$ cat src/rtl/pe_operand_fifo.sv
// ============================================================================
// pe_operand_fifo
// ----------------------------------------------------------------------------
// Elastic operand buffer between the PE's 2:1 operand mux and the ALU stage.
// Words selected by the mux are captured under a valid/ready handshake, held
// in order (up to DEPTH entries) and the head word is presented to the ALU
// with first-word fall-through. A synchronous flush clears all entries for
// reconfiguration.
//
// Optional feature (compile-time macro PE_OPFIFO_BYPASS_EN):
//   When defined, an operand offered to an empty FIFO is forwarded to the
//   output combinationally in the same cycle. If the ALU also takes it that
//   cycle, the word is never stored. When undefined, there is no
//   combinational path from in_* to out_* and the minimum latency is 1 cycle.
//
// Ports:
//   clk        in   rising-edge clock
//   rst_n      in   asynchronous active-low reset
//   flush      in   synchronous clear of all entries (beats push and pop)
//   in_data    in   [DATA_W] operand from the mux data_out
//   in_valid   in   in_data is valid this cycle
//   in_ready   out  FIFO accepts a word this cycle (= !full)
//   out_data   out  [DATA_W] head word to the ALU (0 while nothing is valid)
//   out_valid  out  out_data is valid
//   out_ready  in   ALU consumes the head this cycle
//   count      out  [CNT_W] current occupancy, 0..DEPTH
//   full       out  count == DEPTH
//   empty      out  count == 0
// ============================================================================
module pe_operand_fifo #(
    parameter int DATA_W = 32,
    parameter int DEPTH  = 4,
    parameter int CNT_W  = $clog2(DEPTH) + 1
) (
    input  logic              clk,
    input  logic              rst_n,
    input  logic              flush,
    input  logic [DATA_W-1:0] in_data,
    input  logic              in_valid,
    output logic              in_ready,
    output logic [DATA_W-1:0] out_data,
    output logic              out_valid,
    input  logic              out_ready,
    output logic [CNT_W-1:0]  count,
    output logic              full,
    output logic              empty
);

    localparam int PTR_W = $clog2(DEPTH);

    logic [PTR_W-1:0]  wr_ptr_q, wr_ptr_d;
    logic [PTR_W-1:0]  rd_ptr_q, rd_ptr_d;
    logic [CNT_W-1:0]  count_q,  count_d;
    logic [DATA_W-1:0] mem_q [DEPTH];

    logic push;
    logic pop;
    logic bypass_pass;
    logic push_store;
    logic pop_store;

    // Status flags come straight from the registered count, so in_ready has
    // no path from out_ready: a full FIFO refuses a push even if it pops.
    assign full     = (count_q == CNT_W'(DEPTH));
    assign empty    = (count_q == '0);
    assign count    = count_q;
    assign in_ready = !full;

    assign push = in_valid && in_ready;

`ifdef PE_OPFIFO_BYPASS_EN
    // An empty FIFO forwards the offered word directly; if the ALU takes it
    // in the same cycle it is neither stored nor counted.
    assign out_valid   = !empty || in_valid;
    assign out_data    = !empty  ? mem_q[rd_ptr_q] :
                         in_valid ? in_data : '0;
    assign bypass_pass = empty && in_valid && out_ready;
`else
    assign out_valid   = !empty;
    // Gated to zero while empty so the idle/reset output value is defined.
    assign out_data    = empty ? '0 : mem_q[rd_ptr_q];
    assign bypass_pass = 1'b0;
`endif

    assign pop = out_valid && out_ready;

    // Only transfers that touch storage move pointers and count. A pop on an
    // empty FIFO (only possible via bypass) never reads storage.
    assign push_store = push && !bypass_pass;
    assign pop_store  = pop  && !empty;

    // Next-state logic: flush wins over any push/pop in the same cycle.
    always_comb begin
        wr_ptr_d = wr_ptr_q;
        rd_ptr_d = rd_ptr_q;
        count_d  = count_q;
        if (flush) begin
            wr_ptr_d = '0;
            rd_ptr_d = '0;
            count_d  = '0;
        end else begin
            // DEPTH is a power of two, so natural pointer overflow is the wrap.
            if (push_store) wr_ptr_d = wr_ptr_q + PTR_W'(1);
            if (pop_store)  rd_ptr_d = rd_ptr_q + PTR_W'(1);
            unique case ({push_store, pop_store})
                2'b10:   count_d = count_q + CNT_W'(1);
                2'b01:   count_d = count_q - CNT_W'(1);
                default: count_d = count_q;
            endcase
        end
    end

    always_ff @(posedge clk or negedge rst_n) begin
        if (!rst_n) begin
            wr_ptr_q <= '0;
            rd_ptr_q <= '0;
            count_q  <= '0;
        end else begin
            wr_ptr_q <= wr_ptr_d;
            rd_ptr_q <= rd_ptr_d;
            count_q  <= count_d;
        end
    end

    // Storage is data only; its contents after reset are irrelevant because
    // the output is gated by the registered count.
    always_ff @(posedge clk) begin
        if (push_store && !flush) begin
            mem_q[wr_ptr_q] <= in_data;
        end
    end

endmodule

$ cat config.mk
export PLATFORM = sky130hd
export DESIGN_NAME = pe_operand_fifo
export DESIGN_NICKNAME = d
export VERILOG_FILES = /design/src/rtl/pe_operand_fifo.sv
export SDC_FILE = /design/constraint.sdc
export NUM_CORES = 1
export LEC_CHECK = 0
export CELL_PAD_IN_SITES_DETAIL_PLACEMENT = 1
export CELL_PAD_IN_SITES_GLOBAL_PLACEMENT = 1
export CORE_MARGIN = 2
export CORE_UTILIZATION = 47
export CTS_CLUSTER_DIAMETER = 100
export DETAILED_ROUTE_END_ITERATION = 10
export GPL_ROUTABILITY_DRIVEN = 0
export PLACE_DENSITY_LB_ADDON = 0.12
export SYNTH_ARGS = -nofsm -noshare
export SYNTH_HDL_FRONTEND = slang
export SYNTH_SLANG_ARGS = --single-unit
$ cat constraint.sdc
create_clock -name clk -period 3.16 [get_ports clk]
set_clock_uncertainty 0.15 [all_clocks]
set_input_delay 0.79 -clock clk [delete_from_list [all_inputs] [get_ports clk]]
set_output_delay 0.79 -clock clk [all_outputs]
set_load 0.02 [all_outputs]
**Word-level counts from Yosys, hierarchy flattened**

Memory sizes are Yosys's and may differ from the RTL's.
Cells that the tools add are included.

- Input bits: 37
- Memories kept: 1
- Bits in latches: 0
- Output and inout port bits: 39
- Register bits: 7
- ROM bits: 0
- RAM bits: 128

Memory list:

| name | words | width | read ports | clocked after Yosys merged registers in | wr ports | RTL line | text |
|---|---|---|---|---|---|---|---|
| mem_q | 4 | 32 | 1 | 0 | 1 | 54 | `logic [DATA_W-1:0] mem_q [DEPTH];` |

- Divide/modulo/power cells: 0
- Shifts and indexed selects: 0
- $add $sub $neg: 4
- Eq/ne operators: 3
- Mux-type cells: 9
- Reductions and logical operators: 11
- Order comparisons: 0
- Multiply operators: 0
- Bitwise logic cells: 0

Operators with widths:

| kind | count |
|---|---|
| two-way mux 32 bit | 1 |
| two-way mux 2 bit | 4 |
| case mux 3 bit (2 select lines) | 1 |
| adder 2 x 1 -> 2 bit (second input constant) | 2 |
| logical AND 1 bit | 4 |
| nonzero test 2 bit | 2 |
| adder 3 x 1 -> 3 bit (second input constant) | 1 |
| equality test 3 bit (second input constant) | 1 |
| zero test 1 bit | 3 |
| zero test 3 bit | 1 |
| two-way mux 3 bit | 1 |
| nonzero test 3 bit | 1 |
| subtractor 3 x 1 -> 3 bit (second input constant) | 1 |
| equality test 2 x 1 -> 1 bit (second input constant) | 1 |
| equality test 2 bit (second input constant) | 1 |
| two-way mux 1 bit | 2 |

**Longest topological paths before layout**

Gate-level depths: netlist of run 1.

- Depth in word-level cells: 7
- Gate-level depth with buffers: 10
- Gate-level depth less buffers: 8

**Worst setup path after synthesis of run 1**

Ideal clock, no wire load.

- Path kind: reg2reg
- Start: register count_q[0] (netlist: count[0])
- End: register count_q[2] (netlist: count[2])
- Stages on the path, launching flop included: 11
- Buffers on the path: 2
- Path slack: 0.490 ns
- Data arrival time: 2.443 ns
- Required time: 2.932 ns
- Path through: dfrtp_1 -> buf_6 -> or3_1 -> buf_2 -> inv_1 -> nor2_1 -> fa_1 -> or3b_1 -> o21ai_0 -> a32oi_1 -> a21oi_1

- Cells in the longest elaborated chain, start to end: 7
- Elaborated cells on any way between the ends: 14
- Those cells by class: add/sub (2); eq/ne (3); mux (2); reduce/logical (7)

RTL lines:

| item | RTL line | text |
|---|---|---|
| from (decl) | 53 | `logic [CNT_W-1:0] count_q, count_d;` |
| from (signal assigned) | 121 | `count_q <= count_d;` |
| zero test 3 bit (*) | 65 | `assign empty = (count_q == '0);` |
| via empty | 46 | `output logic empty` |
| zero test 1 bit (*) | 79, 90 |  |
| logical AND 1 bit | 85 | `assign pop = out_valid && out_ready;` |
| logical AND 1 bit (*) | 90 | `assign pop_store = pop && !empty;` |
| equality test 2 x 1 -> 1 bit or equality test 2 bit (tied branches) | 105 | `unique case ({push_store, pop_store})` |
| case mux 3 bit (2 select lines) | 105 |  |
| two-way mux 3 bit | 97 | `if (flush) begin` |

The timed path passes the listed nets; every way through them passes the cells marked *.
A chain may end at the register's enable or synchronous reset.

**Worst setup path after layout of run 1**

- Start: register rd_ptr_q[0]
- End: output port out_data[31]

- Cells in the longest elaborated chain, start to end: 2

RTL lines:

| item | RTL line | text |
|---|---|---|
| from (decl) | 52 | `logic [PTR_W-1:0] rd_ptr_q, rd_ptr_d;` |
| from (signal assigned) | 120 | `rd_ptr_q <= rd_ptr_d;` |
| memory (4 x 32 bit) | - |  |
| two-way mux 32 bit | 81 | `assign out_data = empty ? '0 : mem_q[rd_ptr_q];` |
| to (decl) | 41 | `output logic [DATA_W-1:0] out_data,` |

No other way between the ends.

==> results.py, run 1 <==
metrics = {
    "critical_path": {
        "crit_path_start_kind": "register",
        "required_ns": 2.22,
        "critPathBufInv": 2,
        "critPathMaxFanout": 7,
        "critPathMaxStageDelay_ns": 0.56,
        "worstPathArrival_ns": 2.15,
        "cp_slowest_cell": "mux4_1",
        "worstSetupPathType": "register to output port",
        "path_cells": "buf_12, mux4_1, and2_1, clkdlybuf4s15_1",
        "crit_family": "multiplexers",
        "cp-end-kind": "output port",
    },
    "timing": {
        "slew_headroom": 0.7200,
        "setup_viol": 0,
        "tns_ns": 0,
        "post-route-period-util": 0.9794,
        "fin_crit_ns": 3.095,
        "fmax_mhz": 323.1,
        "holdWs_ns": 0.4483,
        "worst_pin_slew_ns": 0.4094,
        "hold_viol_final": 0,
        "drv_slew": 0,
        "layout_setup_ws_ns": 0.06522,
    },
    "synthesis": {
        "ys_seq_elements": 135,
        "synth_top_area_cell": "edfxtp_1",
        "synth-async-reset-ratio": 0.05185,
        "synth-simple-area-share": 0.06234,
        "muxShareOfSynthArea": 0.1348,
        "ys_types": 35,
        "synth-edff-count": 128,
        "synthAdderAreaFrac": 0.01284,
        "synth_area_um2": 5459,
        "synth_area_leaders": "edfxtp_1 (70%), mux4_2 (12%), and2_1 (4.1%)",
        "synth_compound_area_frac": 0.01742,
        "synthXorXnorAreaFrac": 0.006418,
        "synth_common_cells": "edfxtp_1 (128), and2_1 (36), mux4_2 (28), buf_2 (7), dfrtp_1 (7)",
        "synth_top_family_by_area": "multiplexers",
        "ys_warn_count": 0,
        "synth_area_per_cell_um2": 20.14,
        "synth_most_common_cell": "edfxtp_1",
        "synth_nets": 313,
        "synth_top_area_share": 0.7041,
        "synthCells": 271,
        "yosysSeqAreaShare": 0.7362,
        "synthFlopType": "edfxtp_1",
    },
    "routing": {
        "wl_mm": 11.30,
        "drc": 0,
        "avgRoutedWirePerCell_um": 21.51,
        "drt_iter0_drc": 192,
        "via_per_inst": 5.537,
        "vias": 2907,
        "postRouteAntennaNets": 0,
        "drt-pass1-iter-count": 4,
    },
    "status": {
        "outcome": "finished, final reports clean",
    },
    "clock_network": {
        "root_buffer": "clkbuf_16",
        "cts_buffers": 17,
        "clk_pin_slew_ns": 0.06,
        "tritoncts": "built",
        "htreeDepth": 4,
        "numClockSinks": 135,
        "cts.path.max_buffers": 2,
        "clk_latency_ns": 0.41,
    },
    "placed_design": {
        "place_ws_ns": 0.2346,
        "hpwlAfterDp_mm": 6.601,
        "io_buffers": 75,
    },
    "global_route": {
        "grt_use_total": 0.1947,
        "grt_first_pass_wirelength_mm": 17.71,
        "grt_pass1_vias": 3189,
        "antenna_found_initial": 0,
        "use_met1": 0.2361,
        "use_met3": 0.05117,
        "overflow": 0,
        "grt_max_degree": 37,
        "grt_busiest_layer": "met2",
        "gr-usage-met2": 0.3333,
    },
    "power": {
        "p_int_mw": 3.584,
        "ir_drop_mv": 0.4518,
        "p_comb_frac": 0.164,
        "p_leak_nw": 2.483,
        "seq_power_share": 0.440,
        "pwr-share-clk": 0.396,
        "p_sw_mw": 1.102,
        "p_sw_frac": 0.2351,
        "powerDensity_nw_per_um2": 669.5,
    },
    "layout": {
        "antennaDiodeCount": 0,
        "area_growth_pct": 28.19,
        "layout.nets": 411,
        "finish.utilization": 0.6155,
        "drive_gt1_frac": 0.2199,
    },
    "floorplan": {
        "die_width_um": 111.8,
        "row_count": 39,
        "die_area_um2": 12490,
        "ioPinCount": 76,
        "die_y_um": 111.8,
        "core_region_area_um2": 11370,
        "start_util": 0.4801,
    },
    "hold_path": {
        "hold_class": "register to register",
    },
    "run": {
        "maxCapViolCount": 0,
    },
}
[registers in the layout (all words and copies together) (netlist names)]
| register | count |
|---|---|
| count | 3 |
| wr_ptr_q | 2 |
| rd_ptr_q | 2 |
| mem_q | 128 |
[final cells by class]
type                       count  area [µm²]
fill                        1015        4372
sequential                   135        4021
multi-input combinational    113        1277
timing repair buffer          96       935.9
clock buffer                  28       516.7
tap                          143       178.9
clock inverter                 4       45.04
inverter                       6       22.52
[stage by stage]
stage | instance area, µm² | cells | power (mW)
detailed placement | 6422 | 491 | 2.901
global placement | 6422 | 491 | 2.882
finish | 6998 | 525 | 4.685
CTS | 6972 | 524 | 4.716
floorplan | 5459 | 271 | 2.563
global route | 6998 | 525 | 4.844
[routing by layer]
metal	up-vias	routed length [µm]
met2	89	6020
li1	1276	-
met4	0	182
met5	-	0
met3	17	470
met1	1525	4622
[worst paths after layout]
path | depth (start not counted) | to | from | slack, ns
max | 4 | out_data[31] | rd_ptr_q[0]$_DFFE_PN0P_ | 0.07
min | 2 | wr_ptr_q[1]$_DFFE_PN0P_ | wr_ptr_q[1]$_DFFE_PN0P_ | 0.45
max reg2reg | 9 | count[2]$_DFFE_PN0P_ | count[2]$_DFFE_PN0P_ | 0.57
min reg2reg | 2 | wr_ptr_q[1]$_DFFE_PN0P_ | wr_ptr_q[1]$_DFFE_PN0P_ | 0.45
max in group asynchronous | 1 | rd_ptr_q[1]$_DFFE_PN0P_ | rst_n | 2.07
min in group asynchronous | 1 | count[1]$_DFFE_PN0P_ | rst_n | 0.50
[worst reg2reg max path, cell delays in order, from the launching register on]
cell	delay [ns]
dfrtp_1	0.38
or3_1	0.36
buf_4	0.26
inv_1	0.12
nor2_1	0.06
fa_1	0.42
or3b_1	0.38
o21ai_0	0.17
a32oi_1	0.08
a21oi_1	0.13
[power by group through the flow]
stage | clock [mW] | combinational (mW) | sequential (mW)
detailed placement | 0 | 0.812 | 2.09
floorplan | 0 | 0.473 | 2.09
CTS | 1.88 | 0.774 | 2.06
global placement | 0 | 0.797 | 2.08
global route | 1.95 | 0.828 | 2.07
finish | 1.86 | 0.768 | 2.06
[logic make-up after synthesis]
kind of cell    after synthesis
xor+xnor                      4
compound gates               14
mux                          32
flops                       135
fa+ha+maj                     5
simple gates                 58
buf+inv                      23
[cells in the final DEF, fill, tap and decap left out, types with 2 or more instances in the layout]
cell             synthesis  final
a21oi_1                  4      4
and2_1                  36     32
and2_2                   0      4
buf_12                   3      2
buf_4                    1     17
clkbuf_1                 3      6
clkbuf_16                0     18
clkbuf_8                 0      5
clkdlybuf4s15_1          0      2
clkdlybuf4s50_1          0     42
clkinv_2                 0      3
dfrtp_1                  7      5
dfrtp_2                  0      2
dlygate4sd2_1            0     30
edfxtp_1               128    128
ha_1                     4      4
inv_1                    6      6
mux4_1                   4      3
mux4_2                  28     29
nand2_1                  6      6
nand3_1                  2      2
nand3b_1                 2      2
nor2_1                   6      6
o21ai_0                  2      2
or3_1                    2      2
xor2_1                   3      3
[what timing repair did]
item | 4_1_cts | 5_1_grt
gates resized for setup | 33 | 4
setup buffers | 0 | 0
hold buffers | 0 | 0
endpoints found under the setup margin | 30 | 3
cloned | 1 | 1
(Power assumes the default switching activity.)
==> run 2: changes to the inputs <==
- SETUP_SLACK_MARGIN: not set -> 0.2
==> run 2 against run 1 <==
  * Setup slack better by 0.13 ns
  * Power grew 2.3%
  * Via count decreased by 0.89%
  * Register-to-register slack got worse by 0.03 ns
  * Critical path type unchanged
  * Critical endpoint is now out_data[1]
  * Highest routed layer unchanged
==> results.py, run 2 (same netlist as run 1, synthesis figures left out) <==
metrics = {
    "timing": {
        "rsz0062_at_grt": "true",
        "fin_crit_ns": 2.963,
        "fmax_mhz": 337.5,
        "slew_headroom": 0.7200,
        "setup_viol": 0,
        "drv_slew": 0,
        "post-route-period-util": 0.9377,
        "hold_viol_final": 0,
        "worst_pin_slew_ns": 0.4094,
        "tns_ns": 0,
    },
    "clock_network": {
        "cts.path.max_buffers": 2,
        "tritoncts": "built",
        "clk_latency_ns": 0.41,
        "root_buffer": "clkbuf_16",
        "numClockSinks": 135,
        "ctsHoldBuffers": 0,
        "htreeDepth": 4,
        "cts_buffers": 17,
        "clk_pin_slew_ns": 0.06,
    },
    "power": {
        "p_comb_frac": 0.184,
        "powerDensity_nw_per_um2": 674.9,
        "p_leak_nw": 2.502,
        "seq_power_share": 0.430,
        "ir_drop_mv": 0.4167,
        "p_sw_frac": 0.2353,
        "p_int_mw": 3.664,
        "pwr-share-clk": 0.386,
        "p_sw_mw": 1.127,
    },
    "layout": {
        "final_cell_mix": "edfxtp_1 (128), clkdlybuf4s50_1 (40), mux4_2 (29), clkbuf_16 (20)",
        "layout.nets": 418,
        "finish.utilization": 0.6244,
        "antennaDiodeCount": 0,
        "largest_reg_flops": 128,
        "regArea_um2": 4021,
        "final_common_cell": "edfxtp_1",
        "regMostFlops": "mem_q",
        "multi_input_area_um2": 1310,
        "area_growth_pct": 30.05,
        "drive_gt1_frac": 0.3496,
        "fillers": 1007,
    },
    "hold_path": {
        "min_to": "wr_ptr_q[1]$_DFFE_PN0P_",
        "hold_class": "register to register",
        "worst_hold_path.num_cells": 2,
        "min-delay-start": "wr_ptr_q[1]$_DFFE_PN0P_",
    },
    "critical_path": {
        "critPathMaxFanout": 5,
        "critPathBufInv": 3,
        "critPathLaunch": "rd_ptr_q[0]$_DFFE_PN0P_",
        "ff2ff_path_depth": 9,
        "cp_slowest_cell": "mux4_1",
        "r2r_end": "count[2]$_DFFE_PN0P_",
        "crit_family": "multiplexers",
        "required_ns": 2.22,
        "critPathMaxStageDelay_ns": 0.54,
        "worstPathArrival_ns": 2.02,
        "crit_path_start_kind": "register",
        "path_cells": "buf_12, buf_16, mux4_1, and2_1, clkbuf_2",
        "cp-end-kind": "output port",
        "worstSetupPathType": "register to output port",
        "reg2reg_slack_ns": 0.54,
        "rr_startpoint": "count[2]$_DFFE_PN0P_",
    },
    "run": {
        "maxCapViolCount": 0,
    },
    "routing": {
        "avgRoutedWirePerCell_um": 21.93,
        "wl_mm": 11.67,
        "drt-pass1-iter-count": 4,
        "drc": 0,
        "postRouteAntennaNets": 0,
        "via_per_inst": 5.415,
        "vias": 2881,
        "drt_iter0_drc": 225,
    },
    "status": {
        "outcome": "finished, final reports clean",
    },
    "floorplan": {
        "die_width_um": 111.8,
        "row_count": 39,
        "die_y_um": 111.8,
        "die_area_um2": 12490,
        "start_util": 0.4801,
        "core_region_area_um2": 11370,
        "ioPinCount": 76,
    },
    "placed_design": {
        "hpwlAfterDp_mm": 6.601,
        "io_buffers": 75,
    },
    "global_route": {
        "grt_first_pass_wirelength_mm": 17.96,
        "grt_use_total": 0.1963,
        "grt_max_degree": 37,
        "overflow": 0,
        "antenna_found_initial": 0,
        "grt_pass1_vias": 3209,
    },
}
run 2: changes by cell type in the layout (fill, tap and decap cells not counted):
cell	delta
clkbuf_16	+2
and2_1	-13
buf_2	+5
buf_12	+2
clkdlybuf4s15_1	-2
buf_4	+2
and2_4	+13
dlygate4sd2_1	-27
clkdlybuf4s50_1	-2
clkbuf_2	+14
buf_6	+14
dlymetal6s2s_1	-1
run 2: worst max-delay path by stage:
stage                                       to  slack [ns]  cells after the start
after floorplan           count[2]$_DFFE_PN0P_        0.49                     10
after global placement    count[2]$_DFFE_PN0P_        0.30                      9
after detailed placement  count[2]$_DFFE_PN0P_        0.23                      9
after CTS                          out_data[1]        0.05                      5
after global routing              out_data[11]        0.13                      5
final                              out_data[1]        0.20                      5
run 2: timing repair:
| item | 4_1_cts | 5_1_grt |
|---|---|---|
| setup endpoints to repair | 35 | 27 |
| buffers inserted | 4 | 1 |
| gates resized for setup | 80 | 79 |
| pin swaps | 0 | 0 |
| cloned | 1 | 3 |
run 2: through the flow:
stage / worst slack (ns) / cell area [µm²] / total power [mW] / cells / hold WS [ns]
after floorplan: 0.4895 / 5459 / 2.563 / 271 / 0.3444
after global placement: 0.3035 / 6422 / 2.882 / 491 / 0.4208
after detailed placement: 0.2346 / 6422 / 2.901 / 491 / 0.4392
after CTS: 0.05106 / 7020 / 4.746 / 528 / 0.4533
after global routing: 0.1251 / 7099 / 4.959 / 532 / 0.4871
final: 0.1968 / 7099 / 4.792 / 532 / 0.4502
run 2: cell type report:
cell class	count	area share
Tap cell	143	0.02520
Sequential cell	135	0.5664
Multi-Input combinational cell	113	0.1845
Inverter	6	0.003172
Clock inverter	4	0.006345
Clock buffer	28	0.07279
Timing Repair Buffer	103	0.1415
run 2: power groups by stage:
stage          sequential [mW]  clock [mW]  combinational [mW]
2_1_floorplan             2.09           0               0.473
3_3_place_gp              2.08           0               0.797
3_5_place_dp              2.09           0               0.812
6_report                  2.06        1.85               0.882
4_1_cts                   2.06        1.88               0.808
5_1_grt                   2.06        1.95               0.945
run 2: routing by layer:
layer / track usage / vias to the layer above / part of all wire
met3: 0.05607 / 16 / 0.044
li1: - / 1290 / -
met4: 0.07160 / 0 / 0.018
met5: 0 / - / 0
met1: 0.2426 / 1491 / 0.42
met2: 0.3325 / 84 / 0.52
run 2: worst reg2reg max path: cells and delay by family, from the launching register on:
kind                     cells  cell delay (ns)
AND/OR/NAND/NOR              3             0.80
buffers and inverters        2             0.40
flip-flops                   1             0.38
adder cells (fa/ha/maj)      1             0.42
AO/OA/AOI/OAI                3             0.40
==> run 3: changes to the inputs <==
- CAP_MARGIN: not set -> 40
- GPL_ROUTABILITY_DRIVEN: 0 -> 1
==> results of run 3 <==
No change in the layout: final DEF, timing and power equal those of run 2.
